### config.mk
export PLATFORM = sky130hd
export DESIGN_NAME = pc_step_ctrl
export DESIGN_NICKNAME = d
export VERILOG_FILES = /design/src/rtl/pc_step_ctrl.sv
export SDC_FILE = /design/constraint.sdc
export NUM_CORES = 1
export LEC_CHECK = 0
export BUFFER_PORTS_ARGS = -buffer_cell sky130_fd_sc_hd__buf_2
export CAP_MARGIN = 0
export CORE_MARGIN = 2
export CORE_UTILIZATION = 30
export DETAILED_ROUTE_END_ITERATION = 16
export GPL_TIMING_DRIVEN = 0
export PLACE_DENSITY = 0.6
export SYNTH_ARGS = -nofsm -noshare
export SYNTH_HDL_FRONTEND = slang
export SYNTH_SLANG_ARGS = --single-unit
### constraint.sdc
create_clock -name clk -period 1.35 [get_ports clk]
set_clock_uncertainty 0.05 [all_clocks]
set_input_delay 0.27 -clock clk [delete_from_list [all_inputs] [get_ports clk]]
set_output_delay 0.27 -clock clk [all_outputs]
set_load 0.1 [all_outputs]
### src/rtl/pc_step_ctrl.sv
// picoMIPS sequencing controller: owns the PC increment enable, stalls on wait/halt,
// debounces SW8 and runs a press/release handshake that strobes the SW[7:0] capture once.
module pc_step_ctrl #(
    parameter int DB_CYCLES = 50000,
    parameter int DBW       = 16,
    parameter int CW        = 8
) (
    input  logic          clk,
    input  logic          reset,
    input  logic          sw8_raw,
    input  logic          wait_req,
    input  logic          halt_req,
    output logic          pc_en,
    output logic          sw_latch_en,
    output logic [2:0]    ctrl_state,
    output logic          sw8_db,
    output logic [CW-1:0] hs_count
);

    typedef enum logic [2:0] {
        ST_RUN          = 3'b000,
        ST_WAIT_PRESS   = 3'b001,
        ST_WAIT_RELEASE = 3'b010,
        ST_RESUME       = 3'b011,
        ST_HALT         = 3'b100
    } state_t;

    localparam logic [DBW-1:0] DB_LAST = DBW'(DB_CYCLES - 1);

    state_t          state_q, state_d;
    logic            sync1_q, sync2_q;
    logic [DBW-1:0]  db_cnt_q, db_cnt_d;
    logic            sw8_db_q, sw8_db_d;
    logic [CW-1:0]   hs_count_q, hs_count_d;
    logic            hs_done;

    // Two-flop synchroniser; sync2_q is the only view of the switch inside this block.
    always_ff @(posedge clk or posedge reset) begin
        if (reset) begin
            sync1_q <= 1'b0;
            sync2_q <= 1'b0;
        end else begin
            sync1_q <= sw8_raw;
            sync2_q <= sync1_q;
        end
    end

    // The counter only runs while the synchronised level disagrees with the debounced one.
    always_comb begin
        db_cnt_d = '0;
        sw8_db_d = sw8_db_q;
        if (sync2_q != sw8_db_q) begin
            if (db_cnt_q == DB_LAST) begin
                sw8_db_d = sync2_q;
            end else begin
                db_cnt_d = db_cnt_q + 1'b1;
            end
        end
    end

    assign hs_done    = (state_q == ST_WAIT_RELEASE) && !sw8_db_q;
    assign hs_count_d = (hs_done && (hs_count_q != '1)) ? hs_count_q + 1'b1 : hs_count_q;

    always_ff @(posedge clk or posedge reset) begin
        if (reset) begin
            state_q    <= ST_RUN;
            db_cnt_q   <= '0;
            sw8_db_q   <= 1'b0;
            hs_count_q <= '0;
        end else begin
            state_q    <= state_d;
            db_cnt_q   <= db_cnt_d;
            sw8_db_q   <= sw8_db_d;
            hs_count_q <= hs_count_d;
        end
    end

    always_comb begin
        state_d = state_q;
        case (state_q)
            ST_RUN: begin
                if (halt_req) begin
                    state_d = ST_HALT;
                end else if (wait_req) begin
                    state_d = ST_WAIT_PRESS;
                end
            end
            ST_WAIT_PRESS: begin
                if (sw8_db_q) state_d = ST_WAIT_RELEASE;
            end
            ST_WAIT_RELEASE: begin
                if (!sw8_db_q) state_d = ST_RESUME;
            end
            ST_RESUME: state_d = ST_RUN;
            ST_HALT:   state_d = ST_HALT;
            default:   state_d = ST_RUN;
        endcase
    end

    // RESUME steps the PC past the wait instruction regardless of the decoder.
    always_comb begin
        pc_en       = 1'b0;
        sw_latch_en = 1'b0;
        case (state_q)
            ST_RUN:        pc_en = ~wait_req & ~halt_req;
            ST_WAIT_PRESS: sw_latch_en = sw8_db_q;
            ST_RESUME:     pc_en = 1'b1;
            default: begin
                pc_en       = 1'b0;
                sw_latch_en = 1'b0;
            end
        endcase
    end

    assign ctrl_state = state_q;
    assign sw8_db     = sw8_db_q;
    assign hs_count   = hs_count_q;

endmodule
# [Word level (Yosys, flattened, before mapping)]
# Index checks and enable logic that the tools add are counted.
[totals] reg_bits=30 input_bits=5 out_inout_bits=14 word_cells=36
[classes] n_addsub=2 eq_ne=10 mux=9 n_bitwise=3 n_reduce_logical=6
[ops] cell="two-way mux 16 bit" count=2
[ops] cell="adder 16 x 1 -> 16 bit (second input constant)" count=1
[ops] cell="== test 16 bit (second input constant)" count=1
[ops] cell="two-way mux 3 bit" count=4
[ops] cell="case mux 3 bit (4 select lines)" count=1
[ops] cell="adder 8 x 1 -> 8 bit (second input constant)" count=1
[ops] cell="inequality test 8 bit (second input constant)" count=1
[ops] cell="== test 3 x 2 -> 1 bit (second input constant)" count=2
[ops] cell="inequality test 2 bit (second input constant)" count=2
[ops] cell="== test 3 x 1 -> 1 bit (second input constant)" count=1
[ops] cell="== test 3 bit (second input constant)" count=1
[ops] cell="logical NOT 3 bit" count=1
[ops] cell="inequality test 3 bit (second input constant)" count=1
[ops] cell="AND reduction 3 bit" count=1
[ops] cell="logical AND 1 bit" count=2
[ops] cell="NOT 1 bit" count=2
[ops] cell="case mux 1 bit (2 select lines)" count=1
[ops] cell="AND reduction 2 bit" count=1
[ops] cell="bitwise AND 1 bit" count=1
[ops] cell="logical NOT 1 bit" count=1
[ops] cell="two-way mux 1 bit" count=1
[ops] cell="inequality test 1 bit" count=1

# [Longest topological paths before layout]
# Gate-level depths: netlist of the first run.
[depth] depth_word=3 ltp_mapped=6

# [Least setup slack after synthesis of the first run]
# No wires, ideal clock.
[synth_path] path_type="register -> output" from="register state_q[0], in the netlist ctrl_state[0]" to="output pc_en" arrival_time_ps=2548 required_ps=1030 slack_ps=-1518 stages_incl_launch_ff=4 cell_sequence="dfrtp_1 nor4_1 a21oi_1 nor2_1"
[synth_between] elab_chain_len=2 elab_cells_between_ends=3
[synth_rtl] element="from (decl)" line_no="30" text="state_t state_q, state_d;"
[synth_rtl] element="from (signal assigned)" line_no="71" text="state_q <= state_d;"
[synth_rtl] element="== test 3 x 2 -> 1 bit / logical NOT 3 bit (equally long branches)" line_no="104" text="case (state_q)"
[synth_rtl] element="case mux 1 bit (2 select lines) *" line_no="104"
[synth_rtl] element="to (decl)" line_no="13" text="output logic pc_en,"
# Every way passes the cells marked *; elsewhere a longest branch is shown, timed or not.

# [Worst setup path in the final report of the first run]
[layout_path] from="register state_q[1], in the netlist ctrl_state[1]" to="output pc_en"
# The elaborated chain is that of the path after synthesis.

==> summary.md, run 1 <==
| Metric | Value |
|---|---|
| Die area | `5410 um2` |
| Total track usage | `15.4%` |
| Initial DRC count | `49` |
| Xor-xnor portion of the synthesized cell area | `12.7%` |
| Top post-synthesis cells by area | `dfrtp_1 (52%), xnor2_1 (7.8%), nor2_1 (6.7%), xor2_1 (4.8%), nor4_2 (2.6%)` |
| Setup-failing EPs final | `30` |
| Largest area contributor in the netlist | `dfrtp_1` |
| WHS | `0.0227 ns` |
| Slew at the pin closest to its max-slew limit | `0.654 ns` |
| CTS tree | `done` |
| # nets final | `195` |
| Footprint of the multi-input gates | `872 um2` |
| # rows | `25` |
| Util after Layout | `49.2%` |
| Lkg Pwr | `0.905 nW` |
| Layout Cells excl Fill | `243` |
| H-Tree Level Count | `2` |
| Height of the die | `73.6 um` |
| DRC Markers | `0` |
| FILL cells | `404` |
| Yosys reg bits | `30` |
| Core Footprint | `4690 um2` |
| Routed len/inst | `15.0 um` |
| VDD IR max | `467 uV` |
| Number of library cell types mapped by synthesis | `30` |
| Worst hold path class | `in -> async` |
| Post-synth EDFFs | `0` |
| First-pass GRT wire length | `6180 um` |
| Async SR Flop Fraction | `100%` |
| Initial antenna violation count | `0` |
| CTS clk-pin slew, worst paths | `0.07 ns` |
| RSZ-0062 raised after global routing | `true` |
| Max cap viols | `0` |
| Rel. slew slack | `56.3%` |
| Grt ovf | `0` |
| Crit start category | `flip-flop` |
| Crit Path Max Fanout | `5` |
| Clk root buf | `clkbuf_8` |
| Sequential cell area | `796 um2` |
| Share of layout cells above drive strength 1 | `59.8%` |
| Final hold vios | `0` |
| Post-synth top area share | `51.7%` |
| Longest Clk Path Bufs | `2` |
| Area Overhead vs Synth | `58.8%` |
| Post-synthesis simple-gate area fraction | `27.4%` |
| Sequential area share after synthesis | `51.7%` |
| Die width | `73.6 um` |
| Initial Utilization | `31.0%` |
| Top-Level Pins | `19` |
| Warnings from Yosys | `0` |
| Setup WS post-layout | `-0.419 ns` |
| Adder-cell share of the synthesized area | `1.72%` |
| RD Place Congestion | `0.880` |
| DR vias | `1249` |
| Vias/cell | `5.14` |
| Number of global-route vias before repair | `1362` |
| Routed Wire Length | `3650 um` |
| Syn_nets | `144` |
| Fmax | `565 MHz` |
| CTS Hold Bufs | `0` |
| Pwr Density | `741 nW/um2` |
| Dpl ws | `-0.370 ns` |
| Synth Flop Type | `dfrtp_1` |
| Pins Over Slew Limit | `0` |
| Port bufs | `18` |
| Main combinational cell family by area after synthesis | `simple AND/OR/NAND/NOR gates` |
| Multiplexer area fraction after synthesis | `1.55%` |
| Placed instance count | `209` |
| HPWL after DPL | `1940 um` |
| Clk_lat worst skew | `0.28 ns` |
| Setup CP Type | `reg -> out` |
| Total chip power | `1.71 mW` |
| Synth Area per Inst | `10.6 um2` |
| Final worst path period share | `131%` |
| CP required | `1.03 ns` |
| Antenna Violating Nets Remaining | `0` |
| First-pass iteration count of the detailed router | `4` |
| Violated checks | `setup timing` |
| Num CTS Buffers | `5` |
| Period minus WS final | `1.77 ns` |
| Post-Synthesis Cells | `137` |
| Clk sinks | `30` |
| Ant. Diodes | `0` |
| Compound-gate portion of the synthesized area | `2.93%` |
| Worst EP arrival | `1.45 ns` |
| Status | `finished with violations` |
| Largest net degree at the start of global routing | `31` |
| Post-synthesis instance area | `1450 um2` |
| Setup crit end kind | `output pin` |
-- stage by stage --
step           setup TNS, ns  instance area, um2
3_3_place_gp           -6.39                1730
2_1_floorplan          -3.31                1570
3_5_place_dp           -8.48                1730
5_1_grt                -7.46                2310
6_report               -6.01                2310
4_1_cts                -4.79                2190
-- flip-flops by register name, indices dropped and copies added (netlist names) --
name / cells
db_cnt_q: 16
hs_count: 8
ctrl_state: 3
sw8_db: 1
sync1_q: 1
sync2_q: 1
-- critical path, stage by stage, from the launching register on --
cell     delay, ns
dfrtp_4       0.51
nor4_4        0.29
a21oi_2       0.08
nor2_4        0.11
buf_12        0.18
-- path summary, 6_finish.rpt --
| check | from | to | slack [ns] | depth (start not counted) |
|---|---|---|---|---|
| min in group clk | sw8_raw | sync1_q | 0.06 | 1 |
| min reg2reg | sync1_q | sync2_q | 0.31 | 0 |
| max in group asynchronous | reset | ctrl_state[0] | 0.80 | 2 |
| max reg2reg | ctrl_state[0] | hs_count[6] | -0.27 | 5 |
| max | ctrl_state[1] | pc_en | -0.42 | 4 |
| min | reset | hs_count[6] | 0.02 | 2 |
-- kinds of logic (layout without fill, tap and decap cells) --
family,after synthesis,in the layout
muxes,2,2
xor gates and xnor gates,21,21
DFF,30,30
adders and majority gates,2,2
AOI/OAI and AO/OA,7,7
and+or+nand+nor,69,69
buffers and inverters,6,58
-- layer usage --
layer / vias up / track usage (%) / routed length (um)
met5: - / 0 / 0
met3: 19 / 5.62 / 213
met4: 0 / 7.88 / 126
met1: 612 / 16.0 / 1390
li1: 569 / - / -
met2: 49 / 26.8 / 1920
-- synth_stat cells, drive strengths merged (2+ instances only) --
| master | number |
|---|---|
| mux2 | 2 |
| ha | 2 |
| nor2 | 27 |
| nand2b | 2 |
| inv | 5 |
| nor3 | 7 |
| nand3 | 8 |
| xnor2 | 13 |
| nor4b | 2 |
| nor4 | 5 |
| xor2 | 8 |
| a21oi | 5 |
| nand2 | 7 |
| dfrtp | 30 |
| nand4 | 6 |
-- final cells by class --
type                       instances  share of cell area, %
inverter                           5                  0.976
buffer                             1                  0.488
multi-input combinational        101                   37.8
sequential                        30                   34.5
clock inverter                     2                  0.434
timing repair buffer              44                   19.7
tap                               54                   2.93
clock buffer                       6                   3.15
-- cell usage in the layout, fill, tap and decap left out, types with 2 or more instances in the layout --
cell type and count:
nand2_1 6, ha_4 2, buf_6 15, dfrtp_2 6, dfrtp_1 14, buf_12 6
xor2_1 8, a21oi_1 2, nand4_1 5, nor2_2 16, clkbuf_8 5, mux2_4 2
nor4_4 2, nor4_2 2, nand3_1 6, nor3_2 3, clkinv_2 2, buf_2 4
inv_1 4, nor2_4 2, dfrtp_4 10, buf_4 19, nand2b_1 2, nor2_1 9
xnor2_1 13, a21oi_2 3, nor3_1 3, nor4b_4 2
-- what timing repair did --
action,in CTS,in global routing
pin swaps,11,7
gates cloned,1,0
buffers inserted,20,5
resized for setup,62,21
endpoints found under the setup margin,39,45
-- power breakdown --
group | switching (mW) | total [mW] | internal [mW] | leakage (nW)
registers | 0.0114 | 0.920 | 0.909 | 0.379
logic | 0.0527 | 0.0950 | 0.0423 | 0.481
clock network | 0.338 | 0.695 | 0.356 | 0.0450
Power figures use the tool's default switching activity.
==> run 2, diff against run 1 <==
--- a/config.mk
+++ b/config.mk
@@ -5,13 +5,14 @@
 export SDC_FILE = /design/constraint.sdc
 export NUM_CORES = 1
 export LEC_CHECK = 0
+export ABC_AREA = 1
 export BUFFER_PORTS_ARGS = -buffer_cell sky130_fd_sc_hd__buf_2
 export CAP_MARGIN = 0
 export CORE_MARGIN = 2
 export CORE_UTILIZATION = 30
 export DETAILED_ROUTE_END_ITERATION = 16
 export GPL_TIMING_DRIVEN = 0
-export PLACE_DENSITY = 0.6
+export PLACE_DENSITY = 0.59
 export SYNTH_ARGS = -nofsm -noshare
 export SYNTH_HDL_FRONTEND = slang
 export SYNTH_SLANG_ARGS = --single-unit
==> run 2 against run 1 <==
Compared with the run above: the flow still finishes with violations (setup timing); register-to-register slack improved by 0.05 ns; critical path type unchanged; via count rose by 14%; sequential share of layout area fell by 0.57 points; combinational power rose to 18 times the previous value; fmax rose by 6.0%; utilization fell by 6.0 points; wire length fell by 1.2%; highest routed layer unchanged; worst setup slack improved by 0.10 ns; synthesized cell count rose by 61%; critical path depth rose by 2; clock power fell by 2%.
==> summary.md, run 2 <==
| Metric | Value |
|---|---|
| # nets final | `262` |
| Most numerous cell in the Yosys netlist | `nand2_1` |
| Largest net degree at the start of global routing | `31` |
| Max reg flops | `16` |
| Worst EP arrival | `1.35 ns` |
| Initial Utilization | `30.6%` |
| Post-synth EDFFs | `0` |
| VDD IR max | `1490 uV` |
| Core Footprint | `5440 um2` |
| Yosys reg bits | `30` |
| DR vias | `1429` |
| Number of library cell types mapped by synthesis | `26` |
| Largest area contributor in the netlist | `dfrtp_1` |
| Total track usage | `12.8%` |
| Antenna Violating Nets Remaining | `0` |
| Num CTS Buffers | `5` |
| WHS | `0.0248 ns` |
| H-Tree Level Count | `2` |
| # rows | `27` |
| Initial antenna violation count | `0` |
| Max cap viols | `0` |
| Clk sinks | `30` |
| Combinational power share | `47.0%` |
| Lkg Pwr | `1.05 nW` |
| Register share of total power | `34.0%` |
| First-pass iteration count of the detailed router | `4` |
| Ant. Diodes | `0` |
| Share of layout cells above drive strength 1 | `37.1%` |
| Register bank with the most flops | `db_cnt_q` |
| Period minus WS final | `1.67 ns` |
| Clk root buf | `clkbuf_8` |
| Placed instance count | `310` |
| Fmax | `599 MHz` |
| Routed Wire Length | `3610 um` |
| CTS Hold Bufs | `0` |
| Warnings from Yosys | `0` |
| Most common library cell in the layout ignoring fill and taps | `nand2_1` |
| Async SR Flop Fraction | `100%` |
| Most frequent cells after synthesis | `nand2_1 (54), nor2_1 (37), dfrtp_1 (30)` |
| Routed len/inst | `11.0 um` |
| RSZ-0062 raised after global routing | `true` |
| Post-synthesis instance area | `1670 um2` |
| DRC Markers | `0` |
| Post-synth top area share | `45.0%` |
| Slew at the pin closest to its max-slew limit | `0.649 ns` |
| Crit Path Max Fanout | `3` |
| Clk pwr share | `19.0%` |
| Synth Flop Type | `dfrtp_1` |
| CP required | `1.03 ns` |
| Vias/cell | `4.36` |
| Grt ovf | `0` |
| NetSw | `1.63 mW` |
| CTS clk-pin slew, worst paths | `0.07 ns` |
| Violated checks | `setup timing` |
| Syn_nets | `227` |
| Most frequent cells in the layout | `nand2_1 (50), nor2_1 (29), inv_1 (23)` |
| Initial DRC count | `30` |
| Longest Clk Path Bufs | `2` |
| Worst hold path class | `in -> async` |
| Setup-failing EPs final | `14` |
| Setup crit end kind | `output pin` |
| Final hold vios | `0` |
| Die area | `6170 um2` |
| Height of the die | `78.5 um` |
| Post-Synthesis Cells | `220` |
| Top-Level Pins | `19` |
| Pwr Density | `1530 nW/um2` |
| Port bufs | `18` |
| Util after Layout | `43.2%` |
| Synth Area per Inst | `7.58 um2` |
| Reg2reg setup slack | `-0.22 ns` |
| RD Place Congestion | `0.736` |
| Reg2reg start | `ctrl_state[0]` |
| Status | `finished with violations` |
| Top post-synthesis cells by area | `dfrtp_1 (45%), nand2_1 (12%), nor2_1 (8.3%), inv_1 (6.5%), nand3_1 (5.4%)` |
| Area Overhead vs Synth | `41.0%` |
| Setup WS post-layout | `-0.319 ns` |
| Pins Over Slew Limit | `0` |
| Die width | `78.5 um` |
| P_int | `1.98 mW` |
| Sw Ratio | `45.1%` |
| First-pass GRT wire length | `6240 um` |
| HPWL after DPL | `2430 um` |
| Crit start category | `flip-flop` |
| Layout Cells excl Fill | `328` |
| Setup CP Type | `reg -> out` |
| Worst setup startpoint | `ctrl_state[0]` |
| Number of global-route vias before repair | `1415` |
| CTS tree | `done` |
| Sequential area share after synthesis | `45.0%` |
| Clk_lat worst skew | `0.28 ns` |
| Total chip power | `3.60 mW` |
| Final worst path period share | `124%` |
| Rel. slew slack | `56.7%` |
==> run 2: changes by cell type after synthesis, sizes merged, moves of 6 or more <==
cell	change
o21ai	+6
nand2	+53
nand3	+10
inv	+27
nor2	+15
xnor2	-8
==> run 2: per-layer routing <==
metal | global-route usage [%] | vias up | share of wire [%]
met1 | 15.9 | 649 | 46
met4 | 5.26 | 0 | 1.5
met3 | 2.87 | 6 | 3.3
li1 | - | 750 | -
met2 | 21.5 | 24 | 49
met5 | 0 | - | 0
==> run 2: cell families after synthesis <==
| logic type | synth area share [%] |
|---|---|
| and+or+nand+nor | 34.1 |
| buffers and inverters | 8.18 |
| DFF | 45.0 |
| AOI/OAI and AO/OA | 4.95 |
| xor gates and xnor gates | 6.23 |
| adders and majority gates | 1.50 |
==> run 2: layout make-up <==
| type | count | area, um2 |
|---|---|---|
| plain buffers | 2 | 18.8 |
| inverters | 32 | 134 |
| clock buffers | 6 | 72.6 |
| fillers | 529 | 3090 |
| clock inverters | 2 | 10.0 |
| repair buffers | 28 | 288 |
| well taps | 72 | 90.1 |
| multi-input cells | 156 | 940 |
| flip-flops and latches | 30 | 797 |
==> run 2: critical path, stage by stage (launching register included) <==
cell and delay (ns):
dfrtp_4 0.50, inv_4 0.08, nand2_2 0.05, inv_2 0.05, nand3_2 0.09, o31ai_4 0.09
buf_12 0.21
==> run 2: worst paths after layout <==
check | cells after the start | to
setup / recovery | 6 | pc_en
hold / removal | 2 | hs_count[1]
setup reg to reg | 10 | ctrl_state[0]
hold reg to reg | 0 | sync2_q
max in group asynchronous | 2 | ctrl_state[2]
min in group clk | 1 | sync1_q
==> run 2: power groups by stage <==
stage / Sequential, mW / Combinational (mW) / Clock, mW
after floorplan: 1.87 / 0.472 / 0
after global placement: 1.22 / 1.30 / 0
after detailed placement: 1.22 / 1.32 / 0
after CTS: 1.22 / 1.65 / 0.720
after global routing: 1.24 / 1.78 / 0.741
final: 1.22 / 1.69 / 0.684
==> run 2: per-stage QoR <==
stage               instance area, um2  TNS (ns)  worst slack [ns]
global route                      2350     -2.75            -0.367
finish                            2350     -1.93            -0.319
detailed placement                1930     -6.94            -0.339
CTS                               2240     -1.44            -0.320
global placement                  1930     -7.71            -0.344
floorplan                         1750     -1.53            -0.532
==> run 2: repair_timing <==
action	4_1_cts	5_1_grt
resized for setup	45	30
buffers inserted	9	1
pin swaps	3	15
setup endpoints to repair	34	41
